$ cat src/rtl/sdp_bram_pipe.sv
// Simple-dual-port byte-masked RAM with 1..3 cycle read pipeline.
// Define SDP_BRAM_INIT_CLEAR_EN to zero the array after every reset.
`timescale 1ns/1ps
module sdp_bram_pipe #(
    parameter int DATA_WIDTH   = 128,
    parameter int ADDR_WIDTH   = 4,
    parameter int READ_LATENCY = 1,
    parameter int WRITE_FIRST  = 1
) (
    input  logic                      clk,
    input  logic                      resetn,
    output logic                      init_done,
    input  logic                      ren,
    input  logic [ADDR_WIDTH-1:0]     raddr,
    output logic                      rvalid,
    output logic [DATA_WIDTH-1:0]     rdata,
    input  logic [DATA_WIDTH/8-1:0]   wen,
    input  logic [ADDR_WIDTH-1:0]     waddr,
    input  logic [DATA_WIDTH-1:0]     wdata
);
    localparam int NB    = DATA_WIDTH / 8;
    localparam int DEPTH = 1 << ADDR_WIDTH;

    generate
        if (READ_LATENCY < 1 || READ_LATENCY > 3 || (DATA_WIDTH % 8) != 0) begin : g_bad_cfg
            $error("sdp_bram_pipe: READ_LATENCY must be 1..3, DATA_WIDTH a multiple of 8");
        end
    endgenerate

    logic [DATA_WIDTH-1:0]   r_mem [DEPTH];
    logic                    w_init;
    logic                    w_clr;
    logic [ADDR_WIDTH-1:0]   w_clr_addr;

`ifdef SDP_BRAM_INIT_CLEAR_EN
    typedef enum logic [1:0] {S_IDLE, S_CLEAR, S_DONE} state_t;

    state_t                  r_state;
    state_t                  w_state_nxt;
    logic [ADDR_WIDTH-1:0]   r_clr_addr;

    always_ff @(posedge clk or negedge resetn) begin
        if (!resetn) begin
            r_state <= S_IDLE;
        end else begin
            r_state <= w_state_nxt;
        end
    end

    always_ff @(posedge clk or negedge resetn) begin
        if (!resetn) begin
            r_clr_addr <= '0;
        end else if (r_state == S_CLEAR) begin
            r_clr_addr <= r_clr_addr + 1'b1;
        end
    end

    always_comb begin
        w_state_nxt = r_state;
        unique case (r_state)
            S_IDLE:  w_state_nxt = S_CLEAR;
            S_CLEAR: w_state_nxt = (r_clr_addr == '1) ? S_DONE : S_CLEAR;
            S_DONE:  w_state_nxt = S_DONE;
            default: w_state_nxt = S_IDLE;
        endcase
    end

    always_comb begin
        w_init     = (r_state == S_DONE);
        w_clr      = (r_state == S_CLEAR);
        w_clr_addr = r_clr_addr;
    end
`else
    logic r_init;

    always_ff @(posedge clk or negedge resetn) begin
        if (!resetn) begin
            r_init <= 1'b0;
        end else begin
            r_init <= 1'b1;
        end
    end

    always_comb begin
        w_init     = r_init;
        w_clr      = 1'b0;
        w_clr_addr = '0;
    end
`endif

    assign init_done = w_init;

    // The clear sweep owns the write port until the array is usable
    logic [NB-1:0]           w_wr_be;
    logic [ADDR_WIDTH-1:0]   w_wr_addr;
    logic [DATA_WIDTH-1:0]   w_wr_data;

    always_comb begin
        w_wr_be   = w_clr ? '1 : (w_init ? wen : '0);
        w_wr_addr = w_clr ? w_clr_addr : waddr;
        w_wr_data = w_clr ? '0 : wdata;
    end

    always_ff @(posedge clk) begin
        for (int b = 0; b < NB; b++) begin
            if (w_wr_be[b]) begin
                r_mem[w_wr_addr][8*b +: 8] <= w_wr_data[8*b +: 8];
            end
        end
    end

    logic                    w_rd_issue;
    logic [DATA_WIDTH-1:0]   w_rd_old;
    logic [DATA_WIDTH-1:0]   w_rd_word;

    always_comb begin
        w_rd_issue = w_init & ren;
        w_rd_old   = r_mem[raddr];
        w_rd_word  = w_rd_old;
        if (WRITE_FIRST != 0 && raddr == waddr) begin
            for (int b = 0; b < NB; b++) begin
                if (wen[b]) begin
                    w_rd_word[8*b +: 8] = wdata[8*b +: 8];
                end
            end
        end
    end

    logic [DATA_WIDTH-1:0]   r_data [READ_LATENCY];
    logic [READ_LATENCY-1:0] r_vld;

    // Later stages only advance behind a valid so the output word holds
    always_ff @(posedge clk or negedge resetn) begin
        if (!resetn) begin
            r_vld <= '0;
            for (int i = 0; i < READ_LATENCY; i++) begin
                r_data[i] <= '0;
            end
        end else begin
            r_vld[0] <= w_rd_issue;
            if (w_rd_issue) begin
                r_data[0] <= w_rd_word;
            end
            for (int i = 1; i < READ_LATENCY; i++) begin
                r_vld[i] <= r_vld[i-1];
                if (r_vld[i-1]) begin
                    r_data[i] <= r_data[i-1];
                end
            end
        end
    end

    assign rvalid = r_vld[READ_LATENCY-1];
    assign rdata  = r_data[READ_LATENCY-1];

endmodule

$ cat config.mk
export PLATFORM = sky130hd
export DESIGN_NAME = sdp_bram_pipe
export DESIGN_NICKNAME = d
export VERILOG_FILES = /design/src/rtl/sdp_bram_pipe.sv
export SDC_FILE = /design/constraint.sdc
export NUM_CORES = 2
export LEC_CHECK = 0
export BUFFER_PORTS_ARGS = -buffer_cell sky130_fd_sc_hd__buf_2
export CAP_MARGIN = 20
export CORE_UTILIZATION = 31
export CTS_CLUSTER_DIAMETER = 80
export DETAILED_ROUTE_END_ITERATION = 6
export GPL_ROUTABILITY_DRIVEN = 0
export PLACE_DENSITY = 0.43
export SLEW_MARGIN = 20
export SYNTH_ARGS = -nofsm -noshare
export SYNTH_HDL_FRONTEND = slang
export SYNTH_SLANG_ARGS = --single-unit
$ cat constraint.sdc
create_clock -name clk -period 2.7 [get_ports clk]
set_clock_uncertainty 0.1 [all_clocks]
set_input_delay 0.54 -clock clk [delete_from_list [all_inputs] [get_ports clk]]
set_output_delay 0.54 -clock clk [all_outputs]
set_load 0.005 [all_outputs]
Word-level counts from Yosys, hierarchy flattened
Memory sizes are Yosys's and may differ from the RTL's.
Cells that the tools add are included.

storage, ports and cells
  flip-flop bits (word level) = 130
  RAM bits = 2048
  input port bits = 155
  output and inout port bits = 130
  memories = 1

memory list
  name   words  width  read ports  clocked after Yosys merged registers in  write ports  RTL line  RTL
  r_mem  16     128    1           0                                        1            30        logic [DATA_WIDTH-1:0] r_mem [DEPTH];

operators by class
  equality and inequality tests = 1
  multiplexer cells = 50
  bitwise logic cells = 1

operators by type and width
  kind                number
  128-bit 2-to-1 mux  1
  8-bit 2-to-1 mux    16
  1-bit 2-to-1 mux    32
  16-bit 2-to-1 mux   1
  4-bit == test       1
  1-bit AND           1

Logic depth before layout (Yosys ltp)
  depth in word-level cells = 3
  gate-level depth with buffers = 9
  depth with buffers taken out = 5

Least setup slack after synthesis
Ideal clock, no wire load.

  path type = input to register
  start point = input waddr[1]
  end point = memory r_mem[14][40] (enable)
  library setup time = 0.370 ns
  arrival time = 1.844 ns
  required time = 2.230 ns
  slack = 0.386 ns
  stages on the path = 5
  buffers on the path = 2
  cells stage by stage = clkbuf_1 -> nor2b_1 -> nand3_1 -> clkbuf_1 -> nor2_1

RTL lines
  what                RTL line  RTL
  start: declaration  18        input logic [ADDR_WIDTH-1:0] waddr,
  end: declaration    30

No word-level cell before the write port.

Final worst setup path
  start point = register r_init, in the netlist init_done
  end point = output init_done

RTL lines
  what                      RTL line  RTL
  start: declaration        74        logic r_init;
  start signal: assignment  78        r_init <= 1'b0;
  start signal: assignment  80        r_init <= 1'b1;
  end: declaration          12        output logic init_done,

No word-level cell between the ends.

==> run summary <==
status = completed
final WL = 247100 um
cts hold-fix bufs = 141
Synth top area share = 72.09%
min Tclk post-route = 2559 ps
FILL cells = 25090
Cells after DPL = 8736
power per cell area = 724.1 mW/mm^2
Num CTS Buffers = 245
Syn Area/Cell = 18.68 sq um
layout cell share with drive strength beyond 1 = 32.24%
Post-Route Setup TNS = 0 ps
vias per inst = 4.906
core area = 0.2736 sq mm
Die Wd = 526.6 um
Async SR Flop Fraction = 5.969%
Worst R2R Setup Slack = 190 ps
Reg-to-Reg Start = init_done
fin. max-slew vios = 0
Final Hold Vio Count = 0
area grow syn2layout = 23.21%
crit path from = init_done
P_leak = 0.03590 uW
sequential area share after synthesis = 75.91%
Starting Density = 31.18%
Routed wire per std cell = 26.44 um
total die area = 0.2773 sq mm
port bufs = 284
Worst Tran Pin Value = 711.2 ps
multi-input logic area = 0.01932 sq mm
Netlist cell types = 25
vias = 45840
Bufs on Longest Clock Path = 4
Rows = 192
vias in the first global route = 48020
Die Height = 526.6 um
post-CTS setup buffers = 0
Clock Sinks = 2178
Mapped Nets = 4721
Routed Antenna Nets = 0
CTS tree = done
RSZ-0062 raised after global routing = no
post_cts resized = 0
clk slew on worst S/H paths = 60 ps
initial antenna violation count = 31
Pwr Total = 76100 uW
First-pass DRT Iterations = 7
Root Buffer = clkbuf_16
CP endpoint = init_done
Peak supply drop = 0.5821 mV
top cell type by total area after synthesis = edfxtp_1
worst r2r path cells = 6
warnings from Yosys = 0
Achievable Freq = 390.7 MHz
Area contributors post-synth = edfxtp_1, mux4_2, dfrtp_1, mux2i_1, nor2_1
CP startpoint kind = flip-flop
Worst Path Arrival = 1920 ps
Period Utilization, post-route = 94.79%
FF/Latch Area = 0.06475 sq mm
initial DRC count = 3326
global-route wire length before repair = 354600 um
Worst Hold Class = primary input to async pin
critical path type = flip-flop to primary output
Final Setup Violations = 0
dpl hpwl = 161500 um
CP max FO = 6
GRT Overall Usage = 17.66%
R2R Path End = rdata[14]
largest net degree at the start of global routing = 57
io pins = 285
CTS H-tree depth = 4
Layout Cells excl Fill = 9344
number of flops mapped to enable cells by yosys = 2048
Skew-Pair Late Insertion Delay = 930 ps
max cap viols = 0
nets = 5690
Top FF cell, synth = edfxtp_1
max_slew headroom = 52.41%
synthesized cell area = 0.08531 sq mm
most frequent cell after synthesis = edfxtp_1
Synth Register Bits = 2178
Post-route DRC = 0
CP Capture Type = primary output
global route overflow = 0
Mapped Cells = 4566
Synth top cells by count = edfxtp_1, nor2_1, mux4_2
Worst EP required = 2060 ps
per-stage QoR:
| step | utilization (%) | hold WS [ps] | cell area, sq um | worst slack [ps] |
|---|---|---|---|---|
| global placement | 34.97 | 523.2 | 95690 | -53.55 |
| global route | 38.41 | 83.40 | 105100 | 42.06 |
| detailed placement | 34.97 | 525.0 | 95690 | -41.73 |
| CTS | 38.40 | 58.65 | 105100 | 0.9828 |
| floorplan | - | 144.4 | 85310 | 385.7 |
| finish | 38.41 | 118.3 | 105100 | 140.7 |
sequential cells by signal (all words and copies together), names as in the netlist:
register   flops
rdata        128
r_mem       2048
rvalid         1
init_done      1
final cells by class:
| type | instances | share of cell area [%] |
|---|---|---|
| flip-flops and latches | 2178 | 61.61 |
| multi-input cells | 2083 | 18.38 |
| repair buffers | 1025 | 8.103 |
| clock buffers | 326 | 6.303 |
| well taps | 3589 | 4.273 |
| clock inverters | 124 | 1.273 |
| diodes | 17 | 0.04048 |
| inverters | 2 | 0.01905 |
how the worst min path moves through the flow:
stage / end / depth (start not counted)
CTS: rdata[62] / 4
floorplan: init_done / 0
global route: rdata[79] / 4
detailed placement: rdata[117] / 1
global placement: rdata[85] / 3
finish: rdata[116] / 2
layer usage:
metal | up-vias | GRT usage, % | part of all wire [%]
li1 | 20310 | - | -
met1 | 24140 | 23.99 | 44
met4 | 16 | 4.020 | 2.1
met3 | 338 | 2.641 | 4.4
met5 | - | 0 | 0.038
met2 | 1041 | 29.73 | 49
worst max-delay path, stage by stage (launching register included):
cell and delay, ps:
dfrtp_2 660, buf_4 230, buf_2 110
kinds of logic after synthesis:
| logic type | after synthesis | share of synthesized area (%) |
|---|---|---|
| AO/OA/AOI/OAI | 528 | 4.559 |
| XOR/XNOR | 4 | 0.04106 |
| buffers and inverters | 305 | 1.537 |
| flip-flops | 2178 | 75.91 |
| multiplexers | 718 | 14.17 |
| other | 1 | 0.004396 |
| AND/OR/NAND/NOR | 832 | 3.781 |
cell usage in the layout (no fill, tap or decap), types with 128 or more instances in the layout:
cell,synthesis,layout
buf_4,13,510
buf_2,94,279
edfxtp_1,2048,2048
dfrtp_1,130,129
nand2_1,254,244
nor2_1,515,514
dlygate4sd3_1,0,141
mux4_2,384,384
clkbuf_16,0,245
a31oi_1,128,128
a31o_2,128,128
mux2i_1,256,256
where the power goes:
part	switching (uW)	internal (uW)	leakage, uW
sequential	356	37500	0.0199
combinational	3050	2260	0.0121
clock	13500	19500	0.00387
Power figures use the tool's default switching activity.
